<file path="config.mk">
export PLATFORM = sky130hd
export DESIGN_NAME = crc_serial_param
export DESIGN_NICKNAME = d
export VERILOG_FILES = /design/src/rtl/crc_pkg.sv /design/src/rtl/crc_lfsr.sv /design/src/rtl/crc_serial_param.sv
export SDC_FILE = /design/constraint.sdc
export NUM_CORES = 1
export LEC_CHECK = 0
export CORE_UTILIZATION = 50
export DETAILED_ROUTE_END_ITERATION = 8
export GPL_TIMING_DRIVEN = 0
export PLACE_DENSITY = 0.81
export SLEW_MARGIN = 20
export SYNTH_ARGS = -nofsm -noshare
export SYNTH_HDL_FRONTEND = slang
export SYNTH_SLANG_ARGS = --single-unit
</file>
<file path="constraint.sdc">
create_clock -name i_clk -period 2.6 [get_ports i_clk]
set_input_delay 0.52 -clock i_clk [delete_from_list [all_inputs] [get_ports i_clk]]
set_output_delay 0.52 -clock i_clk [all_outputs]
set_load 0.02 [all_outputs]
</file>
<file path="src/rtl/crc_pkg.sv">
// Shared types and constants for the parametrised serial CRC engine.
// Check mode is enabled by defining CRC_CHECK_EN.
package crc_pkg;

  // Top-level frame sequencer states
  typedef enum logic [1:0] {
    ST_IDLE  = 2'd0,
    ST_ACCUM = 2'd1,
    ST_SHIFT = 2'd2
  } crc_state_e;

  // Operations applied to the LFSR register each cycle
  typedef enum logic [1:0] {
    OP_HOLD  = 2'd0,
    OP_LOAD  = 2'd1,
    OP_STEP  = 2'd2,
    OP_SHIFT = 2'd3
  } lfsr_op_e;

  localparam logic [7:0] DEF_POLY = 8'h44;
  localparam logic [7:0] DEF_SEED = 8'hD8;

  // Width of a counter that must hold the values 0..crc_w inclusive
  function automatic int cnt_width(input int crc_w);
    return $clog2(crc_w + 1);
  endfunction

endpackage

</file>
<file path="src/rtl/crc_lfsr.sv">
// CRC LFSR register: reload to seed, step with a data bit, or shift out.
module crc_lfsr
  import crc_pkg::*;
#(
  parameter int                 CRC_W = 8,
  parameter logic [CRC_W-1:0]   POLY  = CRC_W'(DEF_POLY),
  parameter logic [CRC_W-1:0]   SEED  = CRC_W'(DEF_SEED)
) (
  input  logic             i_clk,
  input  logic             i_rst,
  input  lfsr_op_e         i_op,
  input  logic             i_data,
  output logic [CRC_W-1:0] o_lfsr
);

  // The top bit always takes feedback regardless of POLY's top bit.
  localparam logic [CRC_W-1:0] TAPS = {1'b1, {(CRC_W-1){1'b0}}} | POLY;

  logic [CRC_W-1:0] r_lfsr;
  logic [CRC_W-1:0] w_lfsr_nxt;
  logic             w_fb;

  // Next LFSR value for the requested operation
  always_comb begin
    w_fb       = i_data ^ r_lfsr[0];
    w_lfsr_nxt = r_lfsr;
    case (i_op)
      OP_LOAD:  w_lfsr_nxt = SEED;
      OP_STEP:  w_lfsr_nxt = (r_lfsr >> 1) ^ (w_fb ? TAPS : {CRC_W{1'b0}});
      OP_SHIFT: w_lfsr_nxt = r_lfsr >> 1;
      default:  w_lfsr_nxt = r_lfsr;
    endcase
  end

  // LFSR state register, seeded on reset
  always_ff @(posedge i_clk or posedge i_rst) begin
    if (i_rst) begin
      r_lfsr <= SEED;
    end else begin
      r_lfsr <= w_lfsr_nxt;
    end
  end

  assign o_lfsr = r_lfsr;

endmodule

</file>
<file path="src/rtl/crc_serial_param.sv">
// Serial CRC engine: accumulates a frame framed by i_active, then shifts the
// CRC out LSB-first. Defining CRC_CHECK_EN adds i_mode/o_err and check mode.
module crc_serial_param
  import crc_pkg::*;
#(
  parameter int               CRC_W = 8,
  parameter logic [CRC_W-1:0] POLY  = CRC_W'(DEF_POLY),
  parameter logic [CRC_W-1:0] SEED  = CRC_W'(DEF_SEED)
) (
  input  logic i_clk,
  input  logic i_rst,
  input  logic i_active,
  input  logic i_data,
`ifdef CRC_CHECK_EN
  input  logic i_mode,
  output logic o_err,
`endif
  output logic o_crc,
  output logic o_valid,
  output logic o_busy
);

  localparam int CW = cnt_width(CRC_W);
  localparam logic [CW-1:0] CNT_LAST = CW'(CRC_W);

  crc_state_e       r_state, w_state_nxt;
  lfsr_op_e         w_op;
  logic [CRC_W-1:0] w_lfsr;
  logic [CW-1:0]    r_cnt, w_cnt_nxt;
  logic             r_crc, w_crc_nxt;
  logic             r_valid, w_valid_nxt;
  logic             r_busy, w_busy_nxt;
  logic             w_check;

`ifdef CRC_CHECK_EN
  logic r_mode, w_mode_nxt;
  logic r_err, w_err_nxt;
  assign w_check = r_mode;
`else
  assign w_check = 1'b0;
`endif

  crc_lfsr #(
    .CRC_W (CRC_W),
    .POLY  (POLY),
    .SEED  (SEED)
  ) u_lfsr (
    .i_clk  (i_clk),
    .i_rst  (i_rst),
    .i_op   (w_op),
    .i_data (i_data),
    .o_lfsr (w_lfsr)
  );

  // Frame sequencing: next state, LFSR operation, counter and output values
  always_comb begin
    w_state_nxt = r_state;
    w_op        = OP_HOLD;
    w_cnt_nxt   = r_cnt;
    w_crc_nxt   = 1'b0;
    w_valid_nxt = 1'b0;
    w_busy_nxt  = 1'b0;
`ifdef CRC_CHECK_EN
    w_mode_nxt  = r_mode;
    w_err_nxt   = r_err;
`endif
    case (r_state)
      ST_IDLE: begin
        if (i_active) begin
          w_op        = OP_STEP;
          w_state_nxt = ST_ACCUM;
`ifdef CRC_CHECK_EN
          w_mode_nxt  = i_mode;
`endif
        end else begin
          w_state_nxt = ST_IDLE;
        end
      end
      ST_ACCUM: begin
        if (i_active) begin
          w_op = OP_STEP;
        end else if (w_check) begin
          // Check-mode frame end: a correct frame leaves a zero remainder.
          w_state_nxt = ST_IDLE;
          w_op        = OP_LOAD;
          w_valid_nxt = 1'b1;
`ifdef CRC_CHECK_EN
          w_err_nxt   = |w_lfsr;
`endif
        end else begin
          // Generate-mode frame end: first CRC bit goes out on this edge.
          w_state_nxt = ST_SHIFT;
          w_op        = OP_SHIFT;
          w_crc_nxt   = w_lfsr[0];
          w_valid_nxt = 1'b1;
          w_busy_nxt  = 1'b1;
          w_cnt_nxt   = {{(CW-1){1'b0}}, 1'b1};
        end
      end
      ST_SHIFT: begin
        if (r_cnt == CNT_LAST) begin
          w_state_nxt = ST_IDLE;
          w_op        = OP_LOAD;
          w_cnt_nxt   = {CW{1'b0}};
        end else begin
          w_op        = OP_SHIFT;
          w_crc_nxt   = w_lfsr[0];
          w_valid_nxt = 1'b1;
          w_busy_nxt  = 1'b1;
          w_cnt_nxt   = r_cnt + {{(CW-1){1'b0}}, 1'b1};
        end
      end
      default: begin
        w_state_nxt = ST_IDLE;
        w_op        = OP_LOAD;
        w_cnt_nxt   = {CW{1'b0}};
      end
    endcase
  end

  // State, counter and registered outputs
  always_ff @(posedge i_clk or posedge i_rst) begin
    if (i_rst) begin
      r_state <= ST_IDLE;
      r_cnt   <= {CW{1'b0}};
      r_crc   <= 1'b0;
      r_valid <= 1'b0;
      r_busy  <= 1'b0;
    end else begin
      r_state <= w_state_nxt;
      r_cnt   <= w_cnt_nxt;
      r_crc   <= w_crc_nxt;
      r_valid <= w_valid_nxt;
      r_busy  <= w_busy_nxt;
    end
  end

`ifdef CRC_CHECK_EN
  // Latched frame mode and held check result
  always_ff @(posedge i_clk or posedge i_rst) begin
    if (i_rst) begin
      r_mode <= 1'b0;
      r_err  <= 1'b0;
    end else begin
      r_mode <= w_mode_nxt;
      r_err  <= w_err_nxt;
    end
  end

  assign o_err = r_err;
`endif

  assign o_crc   = r_crc;
  assign o_valid = r_valid;
  assign o_busy  = r_busy;

endmodule

</file>
==> flow_summary.html, run 1 <==
<table>
<tr><th>Metric</th><th>Value</th></tr>
<tr><th colspan="2">Critical path</th></tr>
<tr><td>Total buffers and inverters traversed by the critical path</td><td>2</td></tr>
<tr><td>Kind of end point of the critical path</td><td>output pin</td></tr>
<tr><td>Class of the most critical setup path</td><td>flop to output pin</td></tr>
<tr><td>Origin of the critical flop-to-flop path</td><td>r_state[0]$_DFFE_PP0P_</td></tr>
<tr><td>Crit path cell chain</td><td>buf_4 &gt; clkdlybuf4s50_1</td></tr>
<tr><td>Kind of cell with the highest combined delay on the critical path</td><td>buffers and inverters</td></tr>
<tr><td>Max stage delay cell, worst path</td><td>clkdlybuf4s50_1</td></tr>
<tr><td>Cell depth of the worst setup path</td><td>2</td></tr>
<tr><td>Critical Path Source Type</td><td>flop</td></tr>
<tr><td>Arrival time of the worst setup path</td><td>1.34 ns</td></tr>
<tr><td>Maximum fanout encountered on the critical timing path</td><td>2</td></tr>
<tr><td>Length in cells of the worst reg-to-reg path</td><td>6</td></tr>
<tr><td>Register-to-register setup slack</td><td>0.75 ns</td></tr>
<tr><td>Required time reported for the critical path endpoint</td><td>2.08 ns</td></tr>
<tr><td>Capture instance of the worst register-to-register path</td><td>r_state[1]$_DFFE_PP0P_</td></tr>
<tr><td>Highest cell delay on the worst timing path</td><td>0.59 ns</td></tr>
<tr><th colspan="2">Synth</th></tr>
<tr><td>Yosys top cell by area</td><td>dfrtp_1</td></tr>
<tr><td>Synth Area per Inst</td><td>10.5 um^2</td></tr>
<tr><td>Post-synthesis net count</td><td>96</td></tr>
<tr><td>Share of async-settable or async-resettable flops after synthesis</td><td>100%</td></tr>
<tr><td>Post-Synthesis Cells</td><td>85</td></tr>
<tr><td>Seq/Total Area, Yosys</td><td>45.3%</td></tr>
<tr><td>Post-synth top area share</td><td>33.6%</td></tr>
<tr><td>Synthesized flop and latch total</td><td>16</td></tr>
<tr><td>Most instantiated flip-flop cell in the synthesis netlist</td><td>dfrtp_1</td></tr>
<tr><td>Netlist cell types</td><td>35</td></tr>
<tr><td>Number of enable-type register cells in the synthesized netlist</td><td>0</td></tr>
<tr><td>Synth warn</td><td>0</td></tr>
<tr><td>Most used standard cell by instance count after synthesis</td><td>dfrtp_1</td></tr>
<tr><td>Commonest cells in the synthesized netlist</td><td>12 x dfrtp_1, 8 x a21oi_1, 7 x ha_1</td></tr>
<tr><td>Top cells by area in the synthesized netlist</td><td>dfrtp_1 34%, dfstp_2 12%, ha_1 9.8%, a21oi_1 4.5%, o21ai_0 3.4%</td></tr>
<tr><td>Total standard cell area after synthesis</td><td>895 um^2</td></tr>
<tr><th colspan="2">Global routing</th></tr>
<tr><td>GR Overflow Total</td><td>0</td></tr>
<tr><td>Antenna violations before repair</td><td>0</td></tr>
<tr><td>Global-route wire length before repair</td><td>2330 um</td></tr>
<tr><td>Overall track demand over capacity in global routing</td><td>16.9%</td></tr>
<tr><td>Via count of the first global-routing pass</td><td>566</td></tr>
<tr><td>Maximum number of pins on one net before global-route repair</td><td>17</td></tr>
<tr><th colspan="2">Timing</th></tr>
<tr><td>Final hold viol count</td><td>0</td></tr>
<tr><td>Final min period</td><td>1.86 ns</td></tr>
<tr><td>Transition time of the tightest slew-check pin</td><td>0.594 ns</td></tr>
<tr><td>Final worst-path cycle share</td><td>71.6%</td></tr>
<tr><td>Setup_tns</td><td>0 ns</td></tr>
<tr><td>Final-report setup violation count</td><td>0</td></tr>
<tr><td>Count of pins over their slew limit</td><td>0</td></tr>
<tr><td>Achievable frequency</td><td>0.537 GHz</td></tr>
<tr><td>RSZ-0062 raised after global routing</td><td>false</td></tr>
<tr><td>Post-route clock skew</td><td>0.00436 ns</td></tr>
<tr><td>Max-slew headroom at the worst pin</td><td>60.4%</td></tr>
<tr><th colspan="2">CTS</th></tr>
<tr><td>TritonCTS clock tree</td><td>built</td></tr>
<tr><td>Number of buffers inserted to repair setup after CTS</td><td>0</td></tr>
<tr><td>Cts bufs inserted</td><td>3</td></tr>
<tr><td>Hold-fix buffers, CTS</td><td>0</td></tr>
<tr><td>TritonCTS sink count</td><td>16</td></tr>
<tr><td>CTS Root Cell</td><td>clkbuf_4</td></tr>
<tr><td>Post-CTS sizing</td><td>0</td></tr>
<tr><td>Post-CTS clock slew at the launch and capture registers of the worst setup and hold paths</td><td>0.09 ns</td></tr>
<tr><td>Maximum number of buffers from clock root to sink</td><td>2</td></tr>
<tr><td>CTS H-Tree Depth</td><td>1</td></tr>
<tr><td>Skew-Pair Late Insertion Delay</td><td>0.28 ns</td></tr>
<tr><th colspan="2">Placed design</th></tr>
<tr><td>Detailed Place HPWL</td><td>1140 um</td></tr>
<tr><td>Global placer's final weighted congestion</td><td>0.767</td></tr>
<tr><td>Count of port buffers added during placement</td><td>6</td></tr>
<tr><th colspan="2">Die</th></tr>
<tr><td>Height of the die</td><td>44.3 um</td></tr>
<tr><td>Die width</td><td>44.3 um</td></tr>
<tr><td>Placeable core region</td><td>1590 um^2</td></tr>
<tr><td>Starting utilization of the core area</td><td>56.1%</td></tr>
<tr><td>Number of primary I/O pins</td><td>7</td></tr>
<tr><td># rows</td><td>14</td></tr>
<tr><td>Area of the die</td><td>1960 um^2</td></tr>
<tr><th colspan="2">Drt</th></tr>
<tr><td>Final wirelength</td><td>1460 um</td></tr>
<tr><td>DR vias</td><td>632</td></tr>
<tr><td>Number of vias per cell after detailed routing</td><td>5.31</td></tr>
<tr><td>Residual DRC count</td><td>0</td></tr>
<tr><td>TritonRoute pass-1 iters</td><td>2</td></tr>
<tr><td>DR iter-0 viols</td><td>7</td></tr>
<tr><td>Post-DR wirelength/cell</td><td>12.3 um</td></tr>
<tr><td>Remaining antenna violation count</td><td>0</td></tr>
<tr><th colspan="2">Cells and area</th></tr>
<tr><td>Share of layout cells above drive strength 1</td><td>18.9%</td></tr>
<tr><td>Layout overhead on the synthesized area</td><td>13.0%</td></tr>
<tr><td>Nets</td><td>107</td></tr>
<tr><td>Count of antenna diodes in the layout</td><td>0</td></tr>
<tr><th colspan="2">Power</th></tr>
<tr><td>Post-route total power</td><td>1.10 mW</td></tr>
<tr><td>Power density over the cells</td><td>1090 nW/um^2</td></tr>
<tr><td>Worst-case vdd ir drop</td><td>0.000537 V</td></tr>
<tr><td>Leakage</td><td>0.446 nW</td></tr>
<tr><th colspan="2">Worst hold path</th></tr>
<tr><td>Startpoint of the worst hold path</td><td>u_lfsr.o_lfsr[6]$_DFFE_PP1P_</td></tr>
<tr><td>Hold EP</td><td>u_lfsr.o_lfsr[6]$_DFFE_PP1P_</td></tr>
<tr><td>Number of instances on the worst hold path</td><td>1</td></tr>
<tr><td>HP Class</td><td>flop to flop</td></tr>
<tr><th colspan="2">Run status</th></tr>
<tr><td>Outcome</td><td>completed</td></tr>
<tr><th colspan="2">Flow run</th></tr>
<tr><td>Max-cap violations</td><td>0</td></tr>
</table>
metal layers:
layer	part of all wire, %	vias up	global-route usage, %	wire length [um]
li1	-	319	-	-
met1	48	301	18.8	705
met2	48	8	27.9	701
met3	2.1	4	4.90	30
met4	1.8	0	10.9	26
met5	0	-	0	0
area by class of cell:
cell class              instances  area [um^2]
fillers                       131          583
multi-input cells              60          443
flip-flops and latches         16          405
repair buffers                  6         60.1
well taps                      24         30.0
plain buffers                   4         27.5
clock buffers                   4         26.3
inverters                       5         18.8
through the flow:
stage	cell area, um^2	util, %	setup slack (ns)	cells	hold slack, ns
final	1010	63.4	0.738	119	0.516
after global routing	1010	63.4	0.671	119	0.537
after CTS	1010	63.4	0.715	119	0.518
after detailed placement	985	61.8	0.568	115	0.504
after global placement	985	61.8	0.586	115	0.499
after floorplan	895	-	0.930	85	0.431
cells by family after synthesis:
logic type               count (synthesis)  synth area share (%)
AO/OA/AOI/OAI                           26                  18.7
adder cells (fa/ha/maj)                  7                  9.79
buffers and inverters                    9                  5.17
XOR/XNOR                                 3                  2.94
AND/OR/NAND/NOR                         23                  16.8
flip-flops                              16                  45.3
multiplexers                             1                  1.26
flip-flops by register name (all words and copies together), names as in the netlist:
register	count
o_crc	1
r_state	2
u_lfsr.o_lfsr	8
o_busy	1
r_cnt	4
where the power goes:
part / leakage [nW] / switching (mW) / total, mW / internal (mW)
Clock: 0.0150 / 0.0760 / 0.136 / 0.0595
Sequential: 0.201 / 0.0580 / 0.420 / 0.362
Combinational: 0.230 / 0.294 / 0.542 / 0.247
Total: 0.446 / 0.428 / 1.10 / 0.669
placed cells by master (no fill, tap or decap), types with 3 or more instances in the layout:
| cell type | instances |
|---|---|
| clkbuf_4 | 3 |
| nand2b_1 | 4 |
| o22ai_1 | 4 |
| a21oi_1 | 8 |
| o21ai_0 | 6 |
| ha_1 | 7 |
| nand2_1 | 6 |
| inv_1 | 5 |
| dfstp_2 | 4 |
| dfrtp_1 | 12 |
| clkdlybuf4s50_1 | 6 |
how the worst max path moves through the flow:
stage / end / start
after floorplan: r_state[1]$_DFFE_PP0P_ / r_state[0]$_DFFE_PP0P_
after global placement: u_lfsr.o_lfsr[6]$_DFFE_PP1P_ / i_active
after detailed placement: u_lfsr.o_lfsr[6]$_DFFE_PP1P_ / i_active
after CTS: o_valid / o_busy$_DFF_PP0_
after global routing: o_valid / o_busy$_DFF_PP0_
final: o_valid / o_busy$_DFF_PP0_
No activity file was read; power rests on OpenSTA's default activity.
==> run 2: changes to the inputs <==
- clock period: 2.6 -> 1.8 ns (I/O delays scaled with it)
==> run 2 against run 1 <==
Non-clock buffer count grew 1. Total power is 49% higher. Flip-flop and latch count stayed put. Final area rose by 2.0%. Critical path type is now flop to flop. Largest cell class unchanged. Largest power group unchanged. Highest routed layer unchanged.
==> flow_summary.html, run 2 (synthesis gave the netlist of run 1 again) <==
<table>
<tr><th>Metric</th><th>Value</th></tr>
<tr><th colspan="2">Placed design</th></tr>
<tr><td>Detailed Place HPWL</td><td>1140 um (unchanged)</td></tr>
<tr><td>Pre-CTS setup slack</td><td>-0.0716 ns (-0.640 ns)</td></tr>
<tr><td>Global placer's final weighted congestion</td><td>0.767 (unchanged)</td></tr>
<tr><td>Count of port buffers added during placement</td><td>6 (unchanged)</td></tr>
<tr><th colspan="2">Critical path</th></tr>
<tr><td>Origin of the critical flop-to-flop path</td><td>r_state[0]$_DFFE_PP0P_</td></tr>
<tr><td>Capture point of the worst path</td><td>r_state[1]$_DFFE_PP0P_</td></tr>
<tr><td>Maximum fanout encountered on the critical timing path</td><td>8 (+6)</td></tr>
<tr><td>Class of the most critical setup path</td><td>flop to flop</td></tr>
<tr><td>Register-to-register setup slack</td><td>0.09 ns (-0.66 ns)</td></tr>
<tr><td>Required time reported for the critical path endpoint</td><td>1.98 ns (-0.10 ns)</td></tr>
<tr><td>Arrival time of the worst setup path</td><td>1.89 ns (+0.55 ns)</td></tr>
<tr><td>Kind of end point of the critical path</td><td>flop</td></tr>
<tr><td>Critical Path Source Type</td><td>flop</td></tr>
<tr><td>Worst Setup SP</td><td>r_state[0]$_DFFE_PP0P_</td></tr>
<tr><td>Length in cells of the worst reg-to-reg path</td><td>6 (unchanged)</td></tr>
<tr><td>Capture instance of the worst register-to-register path</td><td>r_state[1]$_DFFE_PP0P_</td></tr>
<tr><th colspan="2">Global routing</th></tr>
<tr><td>Global-route wire length before repair</td><td>2340 um (+0.60%)</td></tr>
<tr><td>Overall track demand over capacity in global routing</td><td>17.0% (+0.086 points)</td></tr>
<tr><td>Maximum number of pins on one net before global-route repair</td><td>17 (unchanged)</td></tr>
<tr><td>Via count of the first global-routing pass</td><td>569 (+0.53%)</td></tr>
<tr><td>Antenna violations before repair</td><td>0 (unchanged)</td></tr>
<tr><td>GR Overflow Total</td><td>0 (unchanged)</td></tr>
<tr><th colspan="2">Timing</th></tr>
<tr><td>Setup_tns</td><td>0 ns (unchanged)</td></tr>
<tr><td>Post-route clock skew</td><td>0.00203 ns (-0.00233 ns)</td></tr>
<tr><td>Max-slew headroom at the worst pin</td><td>60.4% (about the same)</td></tr>
<tr><td>Count of pins over their slew limit</td><td>0 (unchanged)</td></tr>
<tr><td>Final hold viol count</td><td>0 (unchanged)</td></tr>
<tr><td>RSZ-0062 raised after global routing</td><td>false</td></tr>
<tr><td>Transition time of the tightest slew-check pin</td><td>0.593 ns (-0.000779 ns)</td></tr>
<tr><td>Final-report setup violation count</td><td>0 (unchanged)</td></tr>
<tr><td>Final min period</td><td>1.71 ns</td></tr>
<tr><td>Final worst-path cycle share</td><td>95.2%</td></tr>
<tr><td>Final worst setup slack</td><td>0.0868 ns (-0.651 ns)</td></tr>
<tr><td>Achievable frequency</td><td>0.584 GHz</td></tr>
<tr><th colspan="2">Power</th></tr>
<tr><td>Leakage</td><td>0.449 nW (+0.63%)</td></tr>
<tr><td>Power density over the cells</td><td>1580 nW/um^2 (+46%)</td></tr>
<tr><td>Worst-case vdd ir drop</td><td>0.000803 V (+50%)</td></tr>
<tr><th colspan="2">CTS</th></tr>
<tr><td>Skew-Pair Late Insertion Delay</td><td>0.28 ns (about the same)</td></tr>
<tr><td>TritonCTS sink count</td><td>16 (unchanged)</td></tr>
<tr><td>CTS Root Cell</td><td>clkbuf_4</td></tr>
<tr><td>Cts bufs inserted</td><td>3 (unchanged)</td></tr>
<tr><td>Post-CTS clock slew at the launch and capture registers of the worst setup and hold paths</td><td>0.09 ns (about the same)</td></tr>
<tr><td>TritonCTS clock tree</td><td>built</td></tr>
<tr><td>CTS H-Tree Depth</td><td>1 (unchanged)</td></tr>
<tr><td>Maximum number of buffers from clock root to sink</td><td>2 (unchanged)</td></tr>
<tr><td>Hold-fix buffers, CTS</td><td>0 (unchanged)</td></tr>
<tr><th colspan="2">Cells and area</th></tr>
<tr><td>Storage cell area</td><td>405 um^2 (unchanged)</td></tr>
<tr><td>Leading cell types in the layout, fill and taps excluded</td><td>12 x dfrtp_1, 6 x o21ai_0, 6 x nand2_1, 6 x a21oi_1, 6 x clkdlybuf4s50_1</td></tr>
<tr><td>Max reg flops</td><td>8 (unchanged)</td></tr>
<tr><td>Count of antenna diodes in the layout</td><td>0 (unchanged)</td></tr>
<tr><td>Layout overhead on the synthesized area</td><td>15.2%</td></tr>
<tr><td>Combined area of the multi-input logic cells</td><td>455 um^2 (+2.8%)</td></tr>
<tr><td>Share of layout cells above drive strength 1</td><td>26.0% (+7.1 points)</td></tr>
<tr><td>Filler Cell Count</td><td>126 (-3.8%)</td></tr>
<tr><td>Nets</td><td>108 (+0.93%)</td></tr>
<tr><td>Most common cell after layout, fill and taps aside</td><td>dfrtp_1</td></tr>
<tr><th colspan="2">Die</th></tr>
<tr><td>Area of the die</td><td>1960 um^2 (unchanged)</td></tr>
<tr><td># rows</td><td>14 (unchanged)</td></tr>
<tr><td>Number of primary I/O pins</td><td>7 (unchanged)</td></tr>
<tr><td>Height of the die</td><td>44.3 um (unchanged)</td></tr>
<tr><td>Placeable core region</td><td>1590 um^2 (unchanged)</td></tr>
<tr><td>Die width</td><td>44.3 um (unchanged)</td></tr>
<tr><td>Starting utilization of the core area</td><td>56.1% (unchanged)</td></tr>
<tr><th colspan="2">Drt</th></tr>
<tr><td>Residual DRC count</td><td>0 (unchanged)</td></tr>
<tr><td>Final wirelength</td><td>1490 um (+1.6%)</td></tr>
<tr><td>Remaining antenna violation count</td><td>0 (unchanged)</td></tr>
<tr><td>TritonRoute pass-1 iters</td><td>4 (+2)</td></tr>
<tr><td>Number of vias per cell after detailed routing</td><td>5.23 (-1.5%)</td></tr>
<tr><td>Post-DR wirelength/cell</td><td>12.4 um (+0.79%)</td></tr>
<tr><td>DR vias</td><td>628 (-0.63%)</td></tr>
<tr><td>DR iter-0 viols</td><td>5 (-2)</td></tr>
<tr><th colspan="2">Worst hold path</th></tr>
<tr><td>HP Class</td><td>input port to async pin</td></tr>
<tr><th colspan="2">Flow run</th></tr>
<tr><td>Max-cap violations</td><td>0 (unchanged)</td></tr>
<tr><th colspan="2">Run status</th></tr>
<tr><td>Outcome</td><td>completed</td></tr>
</table>
run 2: through the flow:
| stage | hold WS [ns] | std cells | util (%) | instance area (um^2) | power (mW) |
|---|---|---|---|---|---|
| after floorplan | 0.271 | 85 | - | 895 | 1.22 |
| after global placement | 0.499 | 115 | 61.8 | 985 | 1.36 |
| after detailed placement | 0.504 | 115 | 61.8 | 985 | 1.40 |
| after CTS | 0.444 | 119 | 63.6 | 1010 | 1.60 |
| after global routing | 0.461 | 120 | 64.7 | 1030 | 1.77 |
| final | 0.432 | 120 | 64.7 | 1030 | 1.63 |
run 2: area by class of cell:
type	count	area share (%)
buffer	4	2.67
timing repair buffer	7	6.55
multi-input combinational	60	44.2
inverter	5	1.82
tap	24	2.91
sequential	16	39.3
clock buffer	4	2.55
run 2: critical path, stage by stage, from the launching register on:
cell and delay (ns):
dfrtp_1 0.42, inv_1 0.10, ha_2 0.26, and2_2 0.19, clkbuf_2 0.16, a21oi_2 0.15
mux2_2 0.34
run 2: layer usage:
metal	vias up	GRT usage, %	wire length (um)	share of wire, %
met1	301	19.1	705	47
li1	319	-	-	-
met5	-	0	0	0
met2	6	27.9	736	49
met3	2	4.90	31	2.1
met4	0	10.9	13	0.87
run 2: power breakdown:
| group | switching (mW) | leakage [nW] | internal (mW) |
|---|---|---|---|
| logic | 0.439 | 0.233 | 0.385 |
| clock network | 0.110 | 0.0150 | 0.0860 |
| registers | 0.0872 | 0.201 | 0.523 |
run 2: timing repair:
action	CTS	global route
setup endpoints to repair	1	3
pin swaps	0	3
gates resized for setup	1	5
setup buffers	0	1
run 2: worst min path at each step:
stage                                       from                            to  slack (ns)  cells after the start
CTS                                        i_rst          r_cnt[2]$_DFFE_PP0P_        0.44                      2
detailed placement  u_lfsr.o_lfsr[6]$_DFFE_PP1P_  u_lfsr.o_lfsr[6]$_DFFE_PP1P_        0.50                      1
finish                                     i_rst          r_cnt[2]$_DFFE_PP0P_        0.43                      2
floorplan                                  i_rst              o_busy$_DFF_PP0_        0.27                      1
global placement    u_lfsr.o_lfsr[6]$_DFFE_PP1P_  u_lfsr.o_lfsr[6]$_DFFE_PP1P_        0.50                      1
global route                               i_rst          r_cnt[3]$_DFFE_PP0P_        0.46                      2
==> run 3: changes to the inputs <==
- GPL_ROUTABILITY_DRIVEN: default -> 0
==> results of run 3 <==
Same layout as run 2: the final DEF is identical, and so are final timing and power.
